**src/rtl/adc_dig_corr.sv**
```systemverilog
// -----------------------------------------------------------------------------
// adc_dig_corr
//
// Digital-correction back end for a pipelined ADC. Each redundant stage sends
// an SBITS-wide sub-code that overlaps the next stage by one bit. A BBITS-wide
// backend flash code finishes the conversion. Sample n reaches this block
// spread over NSTAGE+1 strobes: stage k on strobe n+k, and the backend code on
// strobe n+NSTAGE. Per-stage delay lines bring every piece of sample n into
// line. The pieces are then merged into one OUT_W-bit word, either by true
// overlap addition with saturation or by the legacy bitwise-OR merge.
//
// Strobe semantics: in_valid is a one-cycle qualifier with no back-pressure.
// Every cycle with in_valid=1 presents one complete set of codes, and every
// register in the block advances only on such a cycle. out_valid is a
// one-cycle pulse that follows a qualifying strobe. dout/ovf hold otherwise.
//
// Ports
//   clk        : sole clock, rising edge
//   rst_n      : synchronous active-low reset
//   stage_code : NSTAGE*SBITS, stage k at [k*SBITS +: SBITS], stage 0 = MSB stage
//   back_code  : BBITS backend flash code
//   in_valid   : all code inputs valid this cycle
//   corr_en    : 1 = overlap addition, 0 = legacy OR merge
//   dout       : OUT_W corrected sample (registered)
//   out_valid  : one-cycle pulse, dout valid
//   ovf        : overlap sum exceeded OUT_W bits, dout saturated
// -----------------------------------------------------------------------------
module adc_dig_corr #(
   parameter  int NSTAGE = 4,
   parameter  int SBITS  = 3,
   parameter  int BBITS  = 4,
   localparam int OUT_W  = NSTAGE*(SBITS-1)+BBITS
) (
   input  logic                    clk,
   input  logic                    rst_n,
   input  logic [NSTAGE*SBITS-1:0] stage_code,
   input  logic [BBITS-1:0]        back_code,
   input  logic                    in_valid,
   input  logic                    corr_en,
   output logic [OUT_W-1:0]        dout,
   output logic                    out_valid,
   output logic                    ovf
);

   localparam int SUMW = OUT_W + 1;
   localparam int FW   = $clog2(NSTAGE + 1);

   logic [SBITS-1:0] w_tail [NSTAGE];
   logic [SUMW-1:0]  w_sum;
   logic [OUT_W-1:0] w_or;
   logic [OUT_W-1:0] w_merge;
   logic             w_ovf;

   logic [FW-1:0]    r_fill;
   logic [OUT_W-1:0] r_dout;
   logic             r_out_valid;
   logic             r_ovf;

   // Stage k needs NSTAGE-k strobes of delay so that its code for sample n
   // sits at the tail exactly when the backend code for sample n arrives.
   for (genvar k = 0; k < NSTAGE; k++) begin : g_stage
      localparam int DEPTH = NSTAGE - k;
      logic [SBITS-1:0] r_line [DEPTH];

      always_ff @(posedge clk) begin
         if (!rst_n) begin
            for (int i = 0; i < DEPTH; i++) r_line[i] <= '0;
         end else if (in_valid) begin
            r_line[0] <= stage_code[k*SBITS +: SBITS];
            for (int i = 1; i < DEPTH; i++) r_line[i] <= r_line[i-1];
         end
      end

      assign w_tail[k] = r_line[DEPTH-1];
   end

   // Merge: stage k weight is (NSTAGE-1-k)*(SBITS-1)+(BBITS-1). The backend
   // code has weight 0. The sum carries one extra bit so that an overflow of
   // the OUT_W range can be seen and saturated.
   always_comb begin
      w_sum = SUMW'(back_code);
      w_or  = OUT_W'(back_code);
      for (int k = 0; k < NSTAGE; k++) begin
         w_sum = w_sum + (SUMW'(w_tail[k]) << ((NSTAGE-1-k)*(SBITS-1)+(BBITS-1)));
         w_or  = w_or  | (OUT_W'(w_tail[k]) << ((NSTAGE-1-k)*(SBITS-1)+(BBITS-1)));
      end
      w_ovf   = corr_en & w_sum[OUT_W];
      if (!corr_en)          w_merge = w_or;
      else if (w_sum[OUT_W]) w_merge = '1;
      else                   w_merge = w_sum[OUT_W-1:0];
   end

   // The fill count saturates at NSTAGE. A strobe produces output only once
   // every delay line already holds real data at that strobe.
   always_ff @(posedge clk) begin
      if (!rst_n) begin
         r_fill      <= '0;
         r_dout      <= '0;
         r_out_valid <= 1'b0;
         r_ovf       <= 1'b0;
      end else begin
         r_out_valid <= 1'b0;
         if (in_valid) begin
            if (r_fill != FW'(NSTAGE)) r_fill <= r_fill + 1'b1;
            if (r_fill == FW'(NSTAGE)) begin
               r_out_valid <= 1'b1;
               r_dout      <= w_merge;
               r_ovf       <= w_ovf;
            end
         end
      end
   end

   assign dout      = r_dout;
   assign out_valid = r_out_valid;
   assign ovf       = r_ovf;

endmodule

```
**config.mk**
```make
export PLATFORM = sky130hd
export DESIGN_NAME = adc_dig_corr
export DESIGN_NICKNAME = d
export VERILOG_FILES = /design/src/rtl/adc_dig_corr.sv
export SDC_FILE = /design/constraint.sdc
export NUM_CORES = 1
export LEC_CHECK = 0
export BUFFER_PORTS_ARGS = -buffer_cell sky130_fd_sc_hd__buf_4
export CAP_MARGIN = 20
export CORE_MARGIN = 3
export CORE_UTILIZATION = 45
export CTS_CLUSTER_SIZE = 24
export DETAILED_ROUTE_END_ITERATION = 10
export PLACE_DENSITY_LB_ADDON = 0.3
export REMOVE_ABC_BUFFERS = 1
export SLEW_MARGIN = 30
export SYNTH_ARGS = -nofsm -noshare
export SYNTH_HDL_FRONTEND = slang
export SYNTH_SLANG_ARGS = --single-unit
```
**constraint.sdc**
```tcl
create_clock -name clk -period 4.87 [get_ports clk]
set_input_delay 0.487 -clock clk [delete_from_list [all_inputs] [get_ports clk]]
set_output_delay 0.487 -clock clk [all_outputs]
set_load 0.05 [all_outputs]
```
== Yosys cells after proc, flatten, opt, wreduce, memory -nomap -nowiden ==
Memories as Yosys holds them, arrays and structs flattened.
Cells that the tools add are included.
Word-level totals
  output and inout bits: 14
  bits of input ports: 20
  logic and storage cells: 51
  register bits after elaboration: 17
  bits in writable memories: 30
  memories kept: 4
Cells by class
  add/sub/neg operators: 5
  bitwise logic cells: 14
  equal/unequal tests: 2
  multiplexer cells: 18
  reductions and logical operators: 4
Memory list
  g_stage[0].r_line: words 4, bits a word 3, read ports 4, clocked after Yosys merged registers in 0, wr ports 4, RTL line 63  | logic [SBITS-1:0] r_line [DEPTH];
  g_stage[1].r_line: words 3, bits a word 3, read ports 3, clocked after Yosys merged registers in 0, wr ports 3, RTL line 63
  g_stage[2].r_line: words 2, bits a word 3, read ports 2, clocked after Yosys merged registers in 0, wr ports 2, RTL line 63
  g_stage[3].r_line: words 1, bits a word 3, read ports 1, clocked after Yosys merged registers in 0, wr ports 1, RTL line 63
Operators with widths (count)
  3-bit two-way mux: 10
  12-bit two-way mux: 2
  13-bit by 10-bit adder with 13-bit output: 1
  13-bit by 6-bit adder with 13-bit output: 1
  13-bit by 8-bit adder with 13-bit output: 1
  4-bit by 12-bit adder with 13-bit output: 1
  12-bit by 10-bit bitwise OR with 12-bit output: 1
  12-bit by 6-bit bitwise OR with 12-bit output: 1
  12-bit by 8-bit bitwise OR with 12-bit output: 1
  4-bit by 12-bit bitwise OR with 12-bit output: 1
  1-bit bitwise OR: 9
  1-bit two-way mux: 6
  2-bit AND reduction: 3
  3-bit by 1-bit adder with 3-bit output, second input constant: 1
  3-bit == test, second input constant: 1
  3-bit != test, second input constant: 1
  3-bit OR reduction: 1
  1-bit bitwise AND: 1

== Logic depth before layout (Yosys ltp) ==
Gate-level depths: netlist of run 1.
  depth in word-level cells: 6
  depth in mapped cells: 7
  depth with buffers taken out: 6

== Worst setup path after synthesis of run 1 ==
OpenSTA, ideal clock, no wires.
  path kind: register to register
  from: memory g_stage[3].r_line[0][2]
  to: register r_dout[0], in the netlist dout[0]
  library setup time: 120 ps
  required time: 4750 ps
  cell stages (with the launch flop): 8
  period minus slack after synthesis: 1825 ps
  arrival time: 1705 ps
  buffers on the path: 1
  slack: 3045 ps
  cells stage by stage: edfxtp_1 > inv_1 > ha_1 > and3_4 > or4_4 > a31oi_4 > buf_6 > a21oi_1
On the way
  longest elaborated chain between the ends: 4
Ends and longest elaborated chain
  from (decl): RTL line 63
  memory read 1 x 3 bit
  13-bit by 6-bit adder with 13-bit output: RTL line 84  | w_sum = w_sum + (SUMW'(w_tail[k]) << ((NSTAGE-1-k)*(SBITS-1)+(BBITS-1)));
  12-bit two-way mux: RTL line 89  | else if (w_sum[OUT_W]) w_merge = '1;
  12-bit two-way mux: RTL line 88  | if (!corr_en) w_merge = w_or;
  to (signal assigned): RTL line 107  | r_dout <= w_merge;
  to (decl): RTL line 55  | logic [OUT_W-1:0] r_dout;
No other way between the ends.
A chain may end at the register's enable or synchronous reset.

== Worst setup path after layout of run 1 ==
  from: memory g_stage[3].r_line[0][2]
  to: register r_dout[9], in the netlist dout[9]
Same word-level chain as after synthesis.

==> flow_results.org, run 1 <==
** STA
- Final period util :: 41.0%
- The number of hold violations in the final report is 0.
- Rel. slew slack :: 74.5%
- Post-Route Skew :: 0.00546 ns
- At the pin with the least slew margin, the transition time is between 0.3 and 0.4 ns.
- Setup violations remaining at the end of the flow were counted as 0.
- Hold timing on the final database bottoms out at a slack of between 0.4 and 0.5 ns.
- Fin crit period :: roughly 2.0 ns
- Setup repair after global routing missed its margin :: no
- Accumulated negative setup slack :: 0 ns
- The final-report max-slew violation count was 0.
- FMAX :: approximately 500 MHz

** CTS
- Worst skew pair latency :: about 0.3 ns
- TritonCTS clock tree :: built
- Counting the buffers created by CTS gives 5.
- No sink is reached through more buffers than the 2 on the longest clock path.
- Depth of the CTS H-tree :: 2
- Number of buffers inserted by hold repair at cts :: 0
- In this run, post-CTS repair resized a total of 0 instances.
- The clock net in this run drives a total of 47 sinks.
- Root Buffer Master :: sky130_fd_sc_hd__clkbuf_8
- CTS clk-pin slew, worst paths :: roughly 0.090 ns
- Post-CTS setup-driven buffer insertion count :: 0

** Worst setup path
- On the worst path, the slowest cell contributes a delay of 0.45 ns.
- CP max stage cell :: sky130_fd_sc_hd__or4_4
- In this run the critical register-to-register path is launched from g_stage[3].r_line[0][2].
- Largest delay contributor family on the critical path :: simple AND/OR/NAND/NOR gates
- In this run the worst path has a maximum fanout of 11.
- Kind of end point of the critical path :: register
- Arrival time reported for the critical path endpoint :: 2.18 ns
- The critical path goes through inv_1, ha_1, and3_4, or4_4, a31oi_4, o22ai_1.
- Launching element of the worst setup path :: g_stage[3].r_line[0][2]
- Startpoint types :: register
- Counting both buffers and inverters, the worst setup path holds a total of 1.
- Endpoint of the most critical register-to-register path :: dout[9]
- The critical path is of the reg -> reg type.
- Number of cells on the worst reg-to-reg path :: 6
- Minimum setup slack among reg-to-reg paths :: between 2 and 3 ns
- For the worst setup path, the data required time is slightly above 5 ns.

** Hold path
- The worst hold path passes through 3 cells.
- The worst hold path terminates at dout[1].
- In this run the most critical hold path is launched from back_code[1].
- Worst min-delay path class :: in -> reg

** Synthesis
- Register area share after synthesis :: 57.0%
- Synth Cell Area :: around 0.0022 sq mm
- Multiplexer area fraction after synthesis :: between 1 and 1.5%
- Fraction of the mapped netlist area in simple logic gates :: 16.8%
- The synthesized netlist contains 35 unique library cells.
- Summing the areas of all compound-gate instances in the mapped netlist gives 11.7% of the synthesized area.
- By count the netlist is led by sky130_fd_sc_hd__and3_1, sky130_fd_sc_hd__edfxtp_1, sky130_fd_sc_hd__dfxtp_1, sky130_fd_sc_hd__a21oi_1, sky130_fd_sc_hd__o21ai_0.
- Cells taking the most area after synthesis :: sky130_fd_sc_hd__edfxtp_1, sky130_fd_sc_hd__dfxtp_1, sky130_fd_sc_hd__and3_1
- Most used standard cell by instance count after synthesis :: sky130_fd_sc_hd__and3_1
- Ys flop type :: sky130_fd_sc_hd__edfxtp_1
- Number of flops mapped to enable cells by yosys :: 30
- Largest family of logic cells by synthesized area :: simple AND/OR/NAND/NOR gates
- Cell taking the most area after synthesis :: sky130_fd_sc_hd__edfxtp_1
- In this run the mean area of a mapped cell was ~11 sq um.
- The synthesized netlist devotes between 1.5 and 2% of its cell area to XOR and XNOR gates.
- After synthesis, the share of flip-flops with an asynchronous set or reset is 0%.
- Number of warning messages in the yosys log :: 0
- The synthesized design contains 47 register bits.
- Synthesized-area fraction occupied by adder cells :: under 10%
- Proportion of netlist area held by the largest area contributor :: around two fifths
- Synthesized instance count :: about 200

** Layout
- The post-route netlist has a little over a fifth of its cells at a drive strength greater than 1.
- Relative to the synthesized area, the layout overhead comes to 16.1%.
- Summed area of non-filler cells in the final layout :: approximately 0.0025 sq mm
- At the end of the flow the core is filled with cells to between 50% and 60%.
- The finished layout holds 277 standard cells, fillers aside.
- The repair_antennas step left the layout with diodes totalling 0.
- Fin nets :: roughly 260

** Placed design
- The number of placed instances, taps included, is 269.
- Final Wtd Congestion :: between 0.8 and 0.9
- Total of buffers placed on input and output ports :: 33
- Once detailed placement completed, the half-perimeter wirelength came to about 2300 um.
- Once placement finished, the instance area stood at 0.00244 sq mm.

** Drt
- Using the TritonRoute via totals, the vias-per-cell ratio works out to about 5.4.
- After detailed routing, the number of remaining DRC violations is 0.
- Via count :: ~1,500
- Starting DRT DRC Count :: ~110
- After detailed routing, the average wire length per cell comes to about 12 um.
- The first detailed-routing pass ran for 4 iterations.
- Number of nets with antenna violations after routing :: 0
- Final wirelength :: about 3400 um

** GRT
- In the global route stage, met3 resource usage came out at around 3.6%.
- The number of antenna violations at the first check in global routing was 0.
- After global routing, the most crowded layer is met2.
- The via count of the first global-routing pass was 1,363.
- Wire length of the first global-routing pass :: roughly 5800 um
- Global routing used between 10% and 20% of the available tracks.
- For this run the aggregate overflow at the end of global routing stands at 0.
- Pin count of the biggest net entering global routing :: 49
- Global routing used 16.7% of the available met1 tracks.
- GR met2 Demand/Resource :: around 22%

** Floorplan
- During I/O placement, the number of pins put on the boundary was 34.
- The total area inside the core boundary comes to between 0.004 and 0.005 sq mm.
- From bottom edge to top edge, the die measures ~76 um.
- The initialized floorplan defines 24 standard-cell rows.
- The initial utilization of the core area, before any placement, comes to between 40% and 50%.
- Die footprint :: roughly 0.0057 sq mm
- The die is around 76 um wide.

** Power
- VDD sags by at most around 0.19 mV.
- In this run the static leakage power is 1.16 nW.
- Total power density per cell area :: between 300 and 400 mW/mm^2

** Flow run
- Max-cap violations in this run came to 0.

** Run status
- Status :: completed
-- worst max-delay path by stage --
stage	end	slack (ns)	depth (start not counted)
6_report	dout[9]	2.87	6
5_1_grt	dout[9]	2.76	6
4_1_cts	dout[9]	2.87	6
3_5_place_dp	dout[9]	2.79	6
3_3_place_gp	dout[9]	2.80	6
2_1_floorplan	dout[9]	3.01	6
-- cell families (layout without fill, tap and decap cells) --
kind of cell | after synthesis | in the layout
compound gates | 42 | 42
xor+xnor | 4 | 4
fa+ha+maj | 11 | 11
buf+inv | 26 | 56
flops | 47 | 47
mux | 3 | 3
simple gates | 62 | 62
-- report_power, final --
part           switching, W  leakage [nW]  internal (W)  total (W)
combinational     0.0000421         0.641     0.0000348  0.0000769
clock              0.000136        0.0489      0.000104   0.000239
sequential       0.00000922         0.466      0.000445   0.000455
total              0.000187          1.16      0.000584   0.000771
-- state kept, by name, summed over array words and instances, names as in the netlist --
register	count
g_stage.r_line	30
ovf	1
out_valid	1
r_fill	3
dout	12
-- routing by layer --
| layer | vias up | wire, um | share of wire [%] |
|---|---|---|---|
| met5 | - | 0 | 0 |
| met3 | 7 | 192 | 5.6 |
| met2 | 38 | 1610 | 47 |
| met1 | 675 | 1570 | 46 |
| li1 | 763 | - | - |
| met4 | 0 | 61 | 1.8 |
-- worst min-delay path, cell delays in order --
cell,delay (ns)
sky130_fd_sc_hd__buf_4,0.07
sky130_fd_sc_hd__inv_1,0.03
sky130_fd_sc_hd__a21oi_1,0.10
-- per-stage QoR --
step | total power [W] | worst slack (ns)
after CTS | 0.000779 | 2.87
after global routing | 0.000801 | 2.76
after floorplan | 0.000508 | 3.01
after detailed placement | 0.000541 | 2.79
final | 0.000771 | 2.87
after global placement | 0.000539 | 2.80
-- cells in the final DEF, fill, tap and decap left out, types with 2 or more instances in the layout --
master                     count
sky130_fd_sc_hd__and3_1       31
sky130_fd_sc_hd__xor2_1        2
sky130_fd_sc_hd__a21oi_1      16
sky130_fd_sc_hd__clkbuf_8      5
sky130_fd_sc_hd__mux2i_1       2
sky130_fd_sc_hd__xnor2_1       2
sky130_fd_sc_hd__o21ai_0      16
sky130_fd_sc_hd__inv_1        14
sky130_fd_sc_hd__nor3b_1       3
sky130_fd_sc_hd__buf_4        34
sky130_fd_sc_hd__nand2_1       8
sky130_fd_sc_hd__dfxtp_1      17
sky130_fd_sc_hd__inv_6         2
sky130_fd_sc_hd__edfxtp_1     30
sky130_fd_sc_hd__nand2b_1      2
sky130_fd_sc_hd__nor2_1        6
sky130_fd_sc_hd__a21o_1        2
sky130_fd_sc_hd__ha_1         11
sky130_fd_sc_hd__nand3_1       5
-- cell type report --
| class | instances | area, sq um |
|---|---|---|
| fill | 396 | 1980 |
| sequential | 47 | 1240 |
| multi-input combinational | 122 | 823 |
| timing repair buffer | 34 | 255 |
| clock buffer | 5 | 68.8 |
| tap | 52 | 65.1 |
| inverter | 14 | 52.6 |
| clock inverter | 3 | 22.5 |
Note: power is estimated with default switching activity, not from simulation.
==> inputs of run 2 (changes only) <==
==> constraint.sdc (replaced) <==
create_clock -name clk -period 2.1 [get_ports clk]
set_input_delay 0.21 -clock clk [delete_from_list [all_inputs] [get_ports clk]]
set_output_delay 0.21 -clock clk [all_outputs]
set_load 0.05 [all_outputs]
==> flow_results.org, run 2 (same netlist as run 1, synthesis figures left out) <==
** Worst setup path
- The critical path's largest stage delay is 0.46 ns (about the same).
- For this design, the slowest cell found on the critical path is sky130_fd_sc_hd__or4_4.
- Peak fanout along the critical path :: 11 (unchanged)
- STA classifies the critical path startpoint as a register.
- Kind of end point of the critical path :: register
- The required time reported for the critical path endpoint was 2.28 ns (-2.77 ns).
- The critical path data arrival time came to 2.19 ns (about the same).
- Worst setup path class :: reg -> reg
- Cell-by-cell trace of the critical path :: inv_1, ha_1, and3_4, or4_4, a31oi_4, o22ai_1

** CTS
- The number of clock buffers inserted by TritonCTS was 5 (unchanged).
- Number of buffers inserted by hold repair at cts :: 0 (unchanged)
- CTS clk-pin slew, worst paths :: 0.08 ns (about the same)
- The maximum buffer depth of the clock tree was 2 (unchanged).
- The post-CTS setup buffer count was 0 (unchanged).
- Post-cts repair resize count :: 0 (unchanged)
- Number of sinks handled by clock tree synthesis :: 47 (unchanged)
- The insertion delay of the later-clocked pin in the worst-skew pair was 0.30 ns (about the same).
- TritonCTS clock tree :: built
- Depth of the CTS H-tree :: 2 (unchanged)
- Clock tree synthesis selected as its root buffer the cell sky130_fd_sc_hd__clkbuf_8.

** Layout
- Filler instances :: 404 (+2.0%)
- Fin nets :: 257 (+0.78%)
- Share of cells above drive strength 1 :: 21.7% (+0.35 points)
- The number of flip-flops in the largest register was 30 (unchanged).
- The finished layout cell area came to 0.00256 sq mm (+1.2%).
- More flip-flops sit in one register than any other, and that register is g_stage.r_line.
- In the layout the commonest cells are sky130_fd_sc_hd__buf_4, sky130_fd_sc_hd__and3_1, sky130_fd_sc_hd__edfxtp_1.
- Commonest non-fill, non-tap cell in the layout :: sky130_fd_sc_hd__buf_4
- Area Growth Syn to Fin :: 17.5%
- The count of non-filler cells in the finished layout was 278 (+0.36%).
- The number of diodes added for antenna fixing is 0 (unchanged).

** STA
- The worst max-slew margin expressed relative to the limit was 73.5% (-0.95 points).
- The minimum hold slack is 0.139 ns (-0.284 ns).
- The final-report max-slew violation count came to 0 (unchanged).
- Post-Route Skew :: 0.00527 ns (-0.000191 ns)
- Fin crit period :: 2.01 ns (+0.0130 ns)
- Final period util :: 95.8% (+55 points)
- FMAX :: 497 MHz (-0.65%)
- Transition at the pin with the smallest max-transition slack :: 0.392 ns (+0.0141 ns)
- The number of hold violations in the final report was 0 (unchanged).
- The final setup violation count was 0 (unchanged).
- Setup repair after global routing missed its margin :: no
- Accumulated negative setup slack :: 0 ns (unchanged)

** Power
- Total power density per cell area :: 736 mW/mm^2 (+140%)
- Largest voltage drop on the vdd net :: 0.434 mV (+130%)
- The leakage component of the power is 1.17 nW (+0.89%).

** GRT
- The number of antenna violations at the first check in global routing was 0 (unchanged).
- Remaining global-route overflow :: 0 (unchanged)
- The wire length of the first global-routing pass was 5800 um (+0.24%).
- Via count of the first global-routing pass :: 1,333 (-2.2%)
- The maximum number of pins on one net before global-route repair was 49 (unchanged).
- The overall global routing resource usage was 13.7% (+0.37 points).

** Run status
- Status :: completed

** Drt
- Routed len/inst :: 12.9 um (+4.3%)
- Via count :: 1,512 (+2.0%)
- Final wirelength :: 3600 um (+4.7%)
- The mean number of vias per cell came to 5.44 (+1.6%).
- The length of the first detailed-routing pass in iterations was 4 (unchanged).
- The remaining design rule violation count is 0 (unchanged).
- The number of DRC markers in iteration 0 was 95 (-11%).
- Number of nets with antenna violations after routing :: 0 (unchanged)

** Floorplan
- The starting density of the core was 48.4% (unchanged).
- The total I/O pin count was 34 (unchanged).
- The full die area was 0.00571 sq mm (unchanged).
- Placeable core region :: 0.00450 sq mm (unchanged)
- The horizontal die dimension is 75.6 um (unchanged).
- The vertical extent of the die came to 75.6 um (unchanged).
- The row count was 24 (unchanged).

** Placed design
- Final Wtd Congestion :: 0.871 (+4.4%)
- The estimated wirelength of the detail-placed design is 2390 um (+5.4%).
- Total of buffers placed on input and output ports :: 33 (unchanged)
- Placed standard-cell area :: 0.00245 sq mm (+0.62%)
- Cell total after placement :: 271 (+0.74%)

** Hold path
- Worst min-delay path class :: in -> reg

** Flow run
- The max-capacitance violation count is 0 (unchanged).
run 2: metal layers:
layer	up-vias	global-route usage [%]	share of wire, %
li1	766	-	-
met1	697	15.9	45
met2	41	23.1	47
met3	8	3.56	5.8
met4	0	7.57	2.1
met5	-	0	0
run 2: final cells by class:
cell class              instances  area [sq um]  area share (%)
clock buffers                   5          68.8            2.69
clock inverters                 2          37.5            1.47
inverters                      14          52.6            2.05
multi-input cells             122           823            32.2
flip-flops and latches         47          1240            48.5
well taps                      52          65.1            2.54
repair buffers                 36           270            10.6
run 2: worst paths after layout:
check / start / end / slack [ns] / cells after the start
worst max register to register: g_stage[3].r_line[0][2] / dout[9] / 0.09 / 6
worst max-delay path: g_stage[3].r_line[0][2] / dout[9] / 0.09 / 6
worst min register to register: r_fill[1] / r_fill[1] / 0.50 / 2
worst min-delay path: back_code[2] / dout[2] / 0.14 / 3
run 2: worst max-delay path, delay by kind of cell, from the launching register on:
kind | cells | cell delay [ns]
compound gates | 2 | 0.50
flops | 1 | 0.36
buf+inv | 1 | 0.05
fa+ha+maj | 1 | 0.35
simple gates | 2 | 0.64
run 2: per-stage QoR:
step | power [W] | util [%] | setup slack, ns
after floorplan | 0.00118 | - | 0.245
after global placement | 0.00125 | 54.4 | 0.142
after detailed placement | 0.00126 | 54.4 | 0.105
after CTS | 0.00190 | 56.8 | 0.0826
after global routing | 0.00197 | 56.8 | 0.00166
final | 0.00188 | 56.8 | 0.0889
run 2: power breakdown:
| part | internal (W) | leakage, nW | switching [W] | total (W) |
|---|---|---|---|---|
| sequential | 0.00103 | 0.466 | 0.0000219 | 0.00105 |
| clock | 0.000348 | 0.0502 | 0.000299 | 0.000647 |
| combinational | 0.0000833 | 0.650 | 0.0000992 | 0.000183 |
